$ cat src/rtl/alu_pkg.sv
// Shared definitions for the FP16 sample loader.
//   - FP16 field widths/positions and exponent bias
//   - default frame depth and fixed-point fraction width
//   - loader state encoding
package alu_pkg;

   localparam int FP16_W        = 16;
   localparam int FP16_SIGN_POS = 15;
   localparam int FP16_EXP_W    = 5;
   localparam int FP16_EXP_LSB  = 10;
   localparam int FP16_MANT_W   = 10;
   localparam int FP16_MANT_LSB = 0;
   localparam int FP16_EXP_BIAS = 15;

   localparam int DEFAULT_DEPTH     = 64;
   localparam int DEFAULT_FRAC_BITS = 15;

   typedef enum logic {
      FILL = 1'b0,
      HOLD = 1'b1
   } state_e;

endpackage

$ cat src/rtl/fp16_to_fx.sv
// Combinational FP16 -> signed 16-bit fixed-point converter.
//   fp_in   : IEEE half-precision {sign, exp[4:0], mant[9:0]}
//   fx_out  : signed fixed-point result with FRAC_BITS fractional bits
//   clamped : result was forced to full scale (always for Inf; for
//             out-of-range finite values only when saturation is built in)
// Build option: define FP_SAMPLE_LOADER_SAT_EN to clamp out-of-range finite
// values to 16'h7FFF / 16'h8000; otherwise the low 16 bits of the
// two's-complement result are passed through.
module fp16_to_fx
   import alu_pkg::*;
#(
   parameter int FRAC_BITS = DEFAULT_FRAC_BITS
) (
   input  logic [15:0] fp_in,
   output logic [15:0] fx_out,
   output logic        clamped
);

   // value = 1.mant * 2^(exp-bias); the significand is an 11-bit integer
   // already scaled by 2^MANT_W, hence the combined offset.
   localparam int SHIFT_OFS = FRAC_BITS - FP16_EXP_BIAS - FP16_MANT_W;

`ifdef FP_SAMPLE_LOADER_SAT_EN
   localparam int MAG_W   = 48;
   localparam int MAX_LSH = MAG_W - FP16_MANT_W - 1;
`else
   // Wrap mode only ever needs the low 16 bits of the magnitude.
   localparam int MAG_W   = 16;
`endif

   logic                   sign;
   logic [FP16_EXP_W-1:0]  exp_f;
   logic [FP16_MANT_W-1:0] mant;
   logic [MAG_W-1:0]       sig_w;
   logic [MAG_W-1:0]       mag;
   logic [15:0]            wrap;
   int                     sh;

   assign sign  = fp_in[FP16_SIGN_POS];
   assign exp_f = fp_in[FP16_EXP_LSB +: FP16_EXP_W];
   assign mant  = fp_in[FP16_MANT_LSB +: FP16_MANT_W];
   assign sig_w = MAG_W'({1'b1, mant});
   assign sh    = int'(exp_f) + SHIFT_OFS;

   always_comb begin
      mag = '0;
      if (sh >= 0) begin
         mag = sig_w << sh;
      end else begin
         mag = sig_w >> (-sh);
      end
      // Low 16 bits of the negation equal the negation of the low 16 bits.
      wrap = sign ? (~mag[15:0] + 16'd1) : mag[15:0];
   end

`ifdef FP_SAMPLE_LOADER_SAT_EN
   logic ovf;
   // Negative full scale (-32768) is representable, positive is not.
   assign ovf = (sh > MAX_LSH) ||
                (sign ? (mag > MAG_W'(32768)) : (mag > MAG_W'(32767)));
`endif

   always_comb begin
      fx_out  = wrap;
      clamped = 1'b0;
      if (exp_f == '0) begin
         fx_out = '0;
      end else if (exp_f == '1) begin
         if (mant != '0) begin
            fx_out = '0;
         end else begin
            fx_out  = sign ? 16'h8000 : 16'h7FFF;
            clamped = 1'b1;
         end
      end
`ifdef FP_SAMPLE_LOADER_SAT_EN
      else if (ovf) begin
         fx_out  = sign ? 16'h8000 : 16'h7FFF;
         clamped = 1'b1;
      end
`endif
   end

endmodule

$ cat src/rtl/fp_sample_loader.sv
// Loads a frame of DEPTH FP16 samples, converts each to signed fixed point
// and holds the frame for a consumer until it is released.
//   clk, reset_n  : clock (rising edge), asynchronous active-low reset
//   in_valid/in_fp/in_ready : FP16 sample stream, accepted on valid && ready
//   frame_valid   : DEPTH converted samples are held in the buffer
//   frame_ack     : consumer releases the frame (ignored while filling)
//   rd_addr/rd_data : buffer read port, one cycle latency
//   sat_cnt       : clamped samples in the current frame
// Build option: FP_SAMPLE_LOADER_SAT_EN selects clamping of out-of-range
// finite samples in the converter (see fp16_to_fx).
//
// state | meaning
// FILL  | accepting samples, writing converted values into the buffer
// HOLD  | frame complete, buffer frozen until frame_ack
module fp_sample_loader
   import alu_pkg::*;
#(
   parameter int DEPTH     = DEFAULT_DEPTH,
   parameter int FRAC_BITS = DEFAULT_FRAC_BITS
) (
   input  logic                     clk,
   input  logic                     reset_n,
   input  logic                     in_valid,
   input  logic [15:0]              in_fp,
   output logic                     in_ready,
   output logic                     frame_valid,
   input  logic                     frame_ack,
   input  logic [$clog2(DEPTH)-1:0] rd_addr,
   output logic [15:0]              rd_data,
   output logic [$clog2(DEPTH):0]   sat_cnt
);

   localparam int AW = $clog2(DEPTH);
   localparam int CW = AW + 1;
   localparam logic [CW-1:0] FULL_CNT = CW'(DEPTH);
   localparam logic [AW-1:0] LAST_PTR = AW'(DEPTH - 1);

   state_e         state_q, state_d;
   logic [CW-1:0]  acc_cnt_q, acc_cnt_d;
   logic [CW-1:0]  sat_cnt_q, sat_cnt_d;
   logic [AW-1:0]  wr_ptr_q, wr_ptr_d;
   logic [15:0]    stage_q, stage_d;
   logic           stage_vld_q, stage_vld_d;
   logic           frame_valid_q, frame_valid_d;
   logic [15:0]    rd_data_q, rd_data_d;
   logic           accept;
   logic           wr_en;
   logic [15:0]    fx_val;
   logic           fx_clamped;
   logic [15:0]    buf_mem [DEPTH];

   fp16_to_fx #(
      .FRAC_BITS (FRAC_BITS)
   ) u_conv (
      .fp_in   (stage_q),
      .fx_out  (fx_val),
      .clamped (fx_clamped)
   );

   // Gated by reset_n so in_ready reads 0 during reset yet is high in the
   // very first cycle after release.
   assign in_ready    = reset_n && (state_q == FILL) && (acc_cnt_q != FULL_CNT);
   assign accept      = in_valid && in_ready;
   assign frame_valid = frame_valid_q;
   assign rd_data     = rd_data_q;
   assign sat_cnt     = sat_cnt_q;

   always_comb begin
      state_d       = state_q;
      acc_cnt_d     = acc_cnt_q;
      sat_cnt_d     = sat_cnt_q;
      wr_ptr_d      = wr_ptr_q;
      stage_d       = stage_q;
      stage_vld_d   = 1'b0;
      frame_valid_d = frame_valid_q;
      wr_en         = stage_vld_q;
      rd_data_d     = buf_mem[rd_addr];

      if (state_q == FILL) begin
         if (accept) begin
            stage_d     = in_fp;
            stage_vld_d = 1'b1;
            acc_cnt_d   = acc_cnt_q + 1'b1;
         end
         if (stage_vld_q) begin
            if (fx_clamped && (sat_cnt_q != FULL_CNT)) begin
               sat_cnt_d = sat_cnt_q + 1'b1;
            end
            if (wr_ptr_q == LAST_PTR) begin
               frame_valid_d = 1'b1;
               state_d       = HOLD;
            end else begin
               wr_ptr_d = wr_ptr_q + 1'b1;
            end
         end
      end else begin
         if (frame_ack) begin
            frame_valid_d = 1'b0;
            wr_ptr_d      = '0;
            acc_cnt_d     = '0;
            sat_cnt_d     = '0;
            state_d       = FILL;
         end
      end
   end

   always_ff @(posedge clk or negedge reset_n) begin
      if (!reset_n) begin
         state_q       <= FILL;
         acc_cnt_q     <= '0;
         sat_cnt_q     <= '0;
         wr_ptr_q      <= '0;
         stage_q       <= '0;
         stage_vld_q   <= 1'b0;
         frame_valid_q <= 1'b0;
         rd_data_q     <= '0;
      end else begin
         state_q       <= state_d;
         acc_cnt_q     <= acc_cnt_d;
         sat_cnt_q     <= sat_cnt_d;
         wr_ptr_q      <= wr_ptr_d;
         stage_q       <= stage_d;
         stage_vld_q   <= stage_vld_d;
         frame_valid_q <= frame_valid_d;
         rd_data_q     <= rd_data_d;
      end
   end

   // Buffer contents survive reset; they are only meaningful with frame_valid.
   always_ff @(posedge clk) begin
      if (wr_en) begin
         buf_mem[wr_ptr_q] <= fx_val;
      end
   end

endmodule

$ cat config.mk
export PLATFORM = sky130hd
export DESIGN_NAME = fp_sample_loader
export DESIGN_NICKNAME = d
export VERILOG_FILES = /design/src/rtl/alu_pkg.sv /design/src/rtl/fp16_to_fx.sv /design/src/rtl/fp_sample_loader.sv
export SDC_FILE = /design/constraint.sdc
export NUM_CORES = 1
export LEC_CHECK = 0
export ABC_CLOCK_PERIOD_IN_PS = 9300
export CORE_ASPECT_RATIO = 0.8
export CORE_MARGIN = 2
export CORE_UTILIZATION = 30
export CTS_CLUSTER_SIZE = 14
export DETAILED_ROUTE_END_ITERATION = 8
export PLACE_DENSITY = 0.43
export SYNTH_ARGS = -nofsm -noshare
export SYNTH_HDL_FRONTEND = slang
export SYNTH_SLANG_ARGS = --single-unit
$ cat constraint.sdc
create_clock -name clk -period 9.3 [get_ports clk]
set_input_delay 0.93 -clock clk [delete_from_list [all_inputs] [get_ports clk]]
set_output_delay 0.93 -clock clk [all_outputs]
set_load 0.005 [all_outputs]
==> flow_summary.ini <==
[setup_path]
cp-start-kind = register
reg2reg_depth = 16
crit_type = reg -> reg
crit_required_ns = 9.76
cp-endpoint = buf_mem[55][2]$_DFFE_PP_
cp.arrival_ns = 6.98
regToRegSetupSlack_ns = 2.78
critPathMaxFanout = 33
cp-startpoint = stage_q[11]$_DFFE_PN0P_
r2r_start = stage_q[11]$_DFFE_PN0P_
r2r-end = buf_mem[55][2]$_DFFE_PP_
worstSetupEndpointType = register

[global_routing]
grt_pass1_vias = 22000
grt_usage_pct = 17.0
grt_max_degree = 96
grt.overflow.total = 0
antenna_found_initial = 9
grt_pass1_wl_microns = 175000

[logic_synthesis]
synth_nets = 2083
synthSimpleGateAreaFrac_pct = 3.24
synth_top_family_by_area = multiplexers
synth_xor_area_share_pct = 0.658
yosys-mux-area-fraction_pct = 18.4
synth_ff_type = edfxtp_1
yosysUniqueCellTypes = 80
synthArstFlopShare_pct = 5.10
yosysSeqAreaShare_pct = 73.8
yosys_warnings = 0
synth_edf_count = 1024
synth-compound-area-share_pct = 2.01
syn_area_per_cell_sq_um = 21.4
synthCells = 2037
syn_area_sq_um = 43500
ys_seq_elements = 1079
synthAdderAreaFrac_pct = 0.575

[timing]
worst_pin_slew_ns = 1.24
fmax_mhz = 153
fin_skew_ns = 0.0315
tns_ns = 0
min_period_over_period_pct = 70.1
setup_viol = 0
slew_headroom_pct = 17.4
finalMaxSlewViolations = 0
rsz0062_at_grt = false
hold_violations = 0
layout_setup_ws_ns = 2.78
min_period_ns = 6.52

[cts]
cts_buffers = 109
numClockSinks = 1079
ctsHoldBuffers = 0
clockBufferDepth = 3
cts_tree = done
cts_resized = 0
cts_max_level = 3
clk_pin_slew_ns = 0.06
clk_latency_ns = 0.73
cts_setup_buffers = 0
cts-root-buf = clkbuf_16

[layout]
multi_input_area_sq_um = 11500
layout-drive-gt1-share_pct = 29.3
fin_area_sq_um = 50400
register_area_sq_um = 32100
nFillCells = 13300
area_growth_syn_to_layout_pct = 15.7
fin_util_pct = 34.8
final_cell_mix = edfxtp_1, mux4_2, clkbuf_16
layout_commonest_cell = edfxtp_1
layout.nets = 2167

[drt]
postRouteAntennaNets = 0
num_vias = 21200
drtIter0Drc = 2343
wl_microns = 125000
detail_route.first_pass.iterations = 7
drc = 0
wl_per_cell_microns = 30.4
viasPerCell = 5.14

[power]
total_power_mw = 12.0
ir_drop_mv = 0.137
powerDensity_nw_per_um2 = 238
p_leak_nw = 15.6

[die]
die_h_microns = 345
io_pins = 51
coreArea_sq_um = 145000
fp.dieW_microns = 430
rows = 125
start_util_pct = 30.1
die_area_sq_um = 148000

[placed_design]
port_buffers = 50
gp_congestion = 0.779
place_ws_ns = 2.79
placed_cell_area_sq_um = 46900
dp_hpwl_microns = 67600

[run_status]
status = finished, final reports clean

[min_path]
hold_path_class = in -> async

[flow_run]
cap_violations = 0
## flip-flops by register name (all words and copies together) (netlist names)
register	flops
buf_mem	1024
stage_q	16
sat_cnt	7
rd_data	16
wr_ptr_q	6
stage_vld_q	1
acc_cnt_q	7
frame_valid	1
state_q	1
## kinds of logic after synthesis
logic type | Yosys count
AO/OA/AOI/OAI | 119
AND/OR/NAND/NOR | 292
XOR/XNOR | 27
buffers and inverters | 134
flip-flops | 1079
multiplexers | 366
adder cells (fa/ha/maj) | 20
## metrics by stage
step,hold WS [ns],instances
after CTS,0.344,4118
final,0.378,4123
after global placement,0.500,3915
after detailed placement,0.527,3915
after global routing,0.375,4119
after floorplan,0.470,2037
## metal layers
layer | vias to the layer above | part of all wire [%] | GRT usage, %
met1 | 11800 | 46 | 24.4
met4 | 0 | 2.0 | 3.71
met2 | 532 | 47 | 27.1
met5 | - | 0 | 0
li1 | 8730 | - | -
met3 | 156 | 5.1 | 3.15
## power breakdown
group	switching (mW)	internal, mW
clock	1.89	2.49
sequential	0.104	5.89
combinational	1.14	0.471
## worst max-delay path, cell delays in order (launching register included)
cell and delay [ns]:
dfrtp_1 0.98, inv_1 0.19, ha_1 0.75, nand2_1 0.35, or3_1 0.43, ha_1 0.22, nor4b_1 0.38, nand4_1 0.29
a211oi_4 0.48, nand3b_1 0.13, a2bb2oi_1 0.21, nor2_1 0.12, ha_1 0.21, nor2b_1 0.14, xnor2_1 0.12, a21oi_4 0.66
buf_4 0.48
## worst min path at each step
stage                 startpoint                        to
3_3_place_gp   state_q$_DFF_PN0_  acc_cnt_q[0]$_DFFE_PN0P_
6_report                 reset_n     rd_data[14]$_DFF_PN0_
3_5_place_dp   state_q$_DFF_PN0_  acc_cnt_q[0]$_DFFE_PN0P_
4_1_cts                  reset_n    sat_cnt[6]$_DFFE_PN0P_
2_1_floorplan  state_q$_DFF_PN0_  acc_cnt_q[0]$_DFFE_PN0P_
5_1_grt                  reset_n     rd_data[14]$_DFF_PN0_
## synthesized netlist by cell type, drive strengths merged (11+ instances only)
cell	n	area, sq um
nand2	88	330
edfxtp	1024	30700
a21oi	28	144
dfrtp	55	1380
ha	20	250
buf	48	253
mux2i	14	140
nand3	20	100
or3	11	78.8
xor2	15	131
o21ai	27	143
nor2	100	375
clkbuf	67	251
nand4	12	90.1
mux4	348	7840
inv	18	67.6
## layout make-up
| class | instances | area share, % |
|---|---|---|
| multi-input combinational | 824 | 22.8 |
| sequential | 1079 | 63.7 |
| tap | 1905 | 4.73 |
| clock inverter | 73 | 1.43 |
| clock buffer | 130 | 5.57 |
| inverter | 19 | 0.141 |
| timing repair buffer | 88 | 1.62 |
| antenna | 5 | 0.0248 |
No activity file was read; power rests on OpenSTA's default activity.
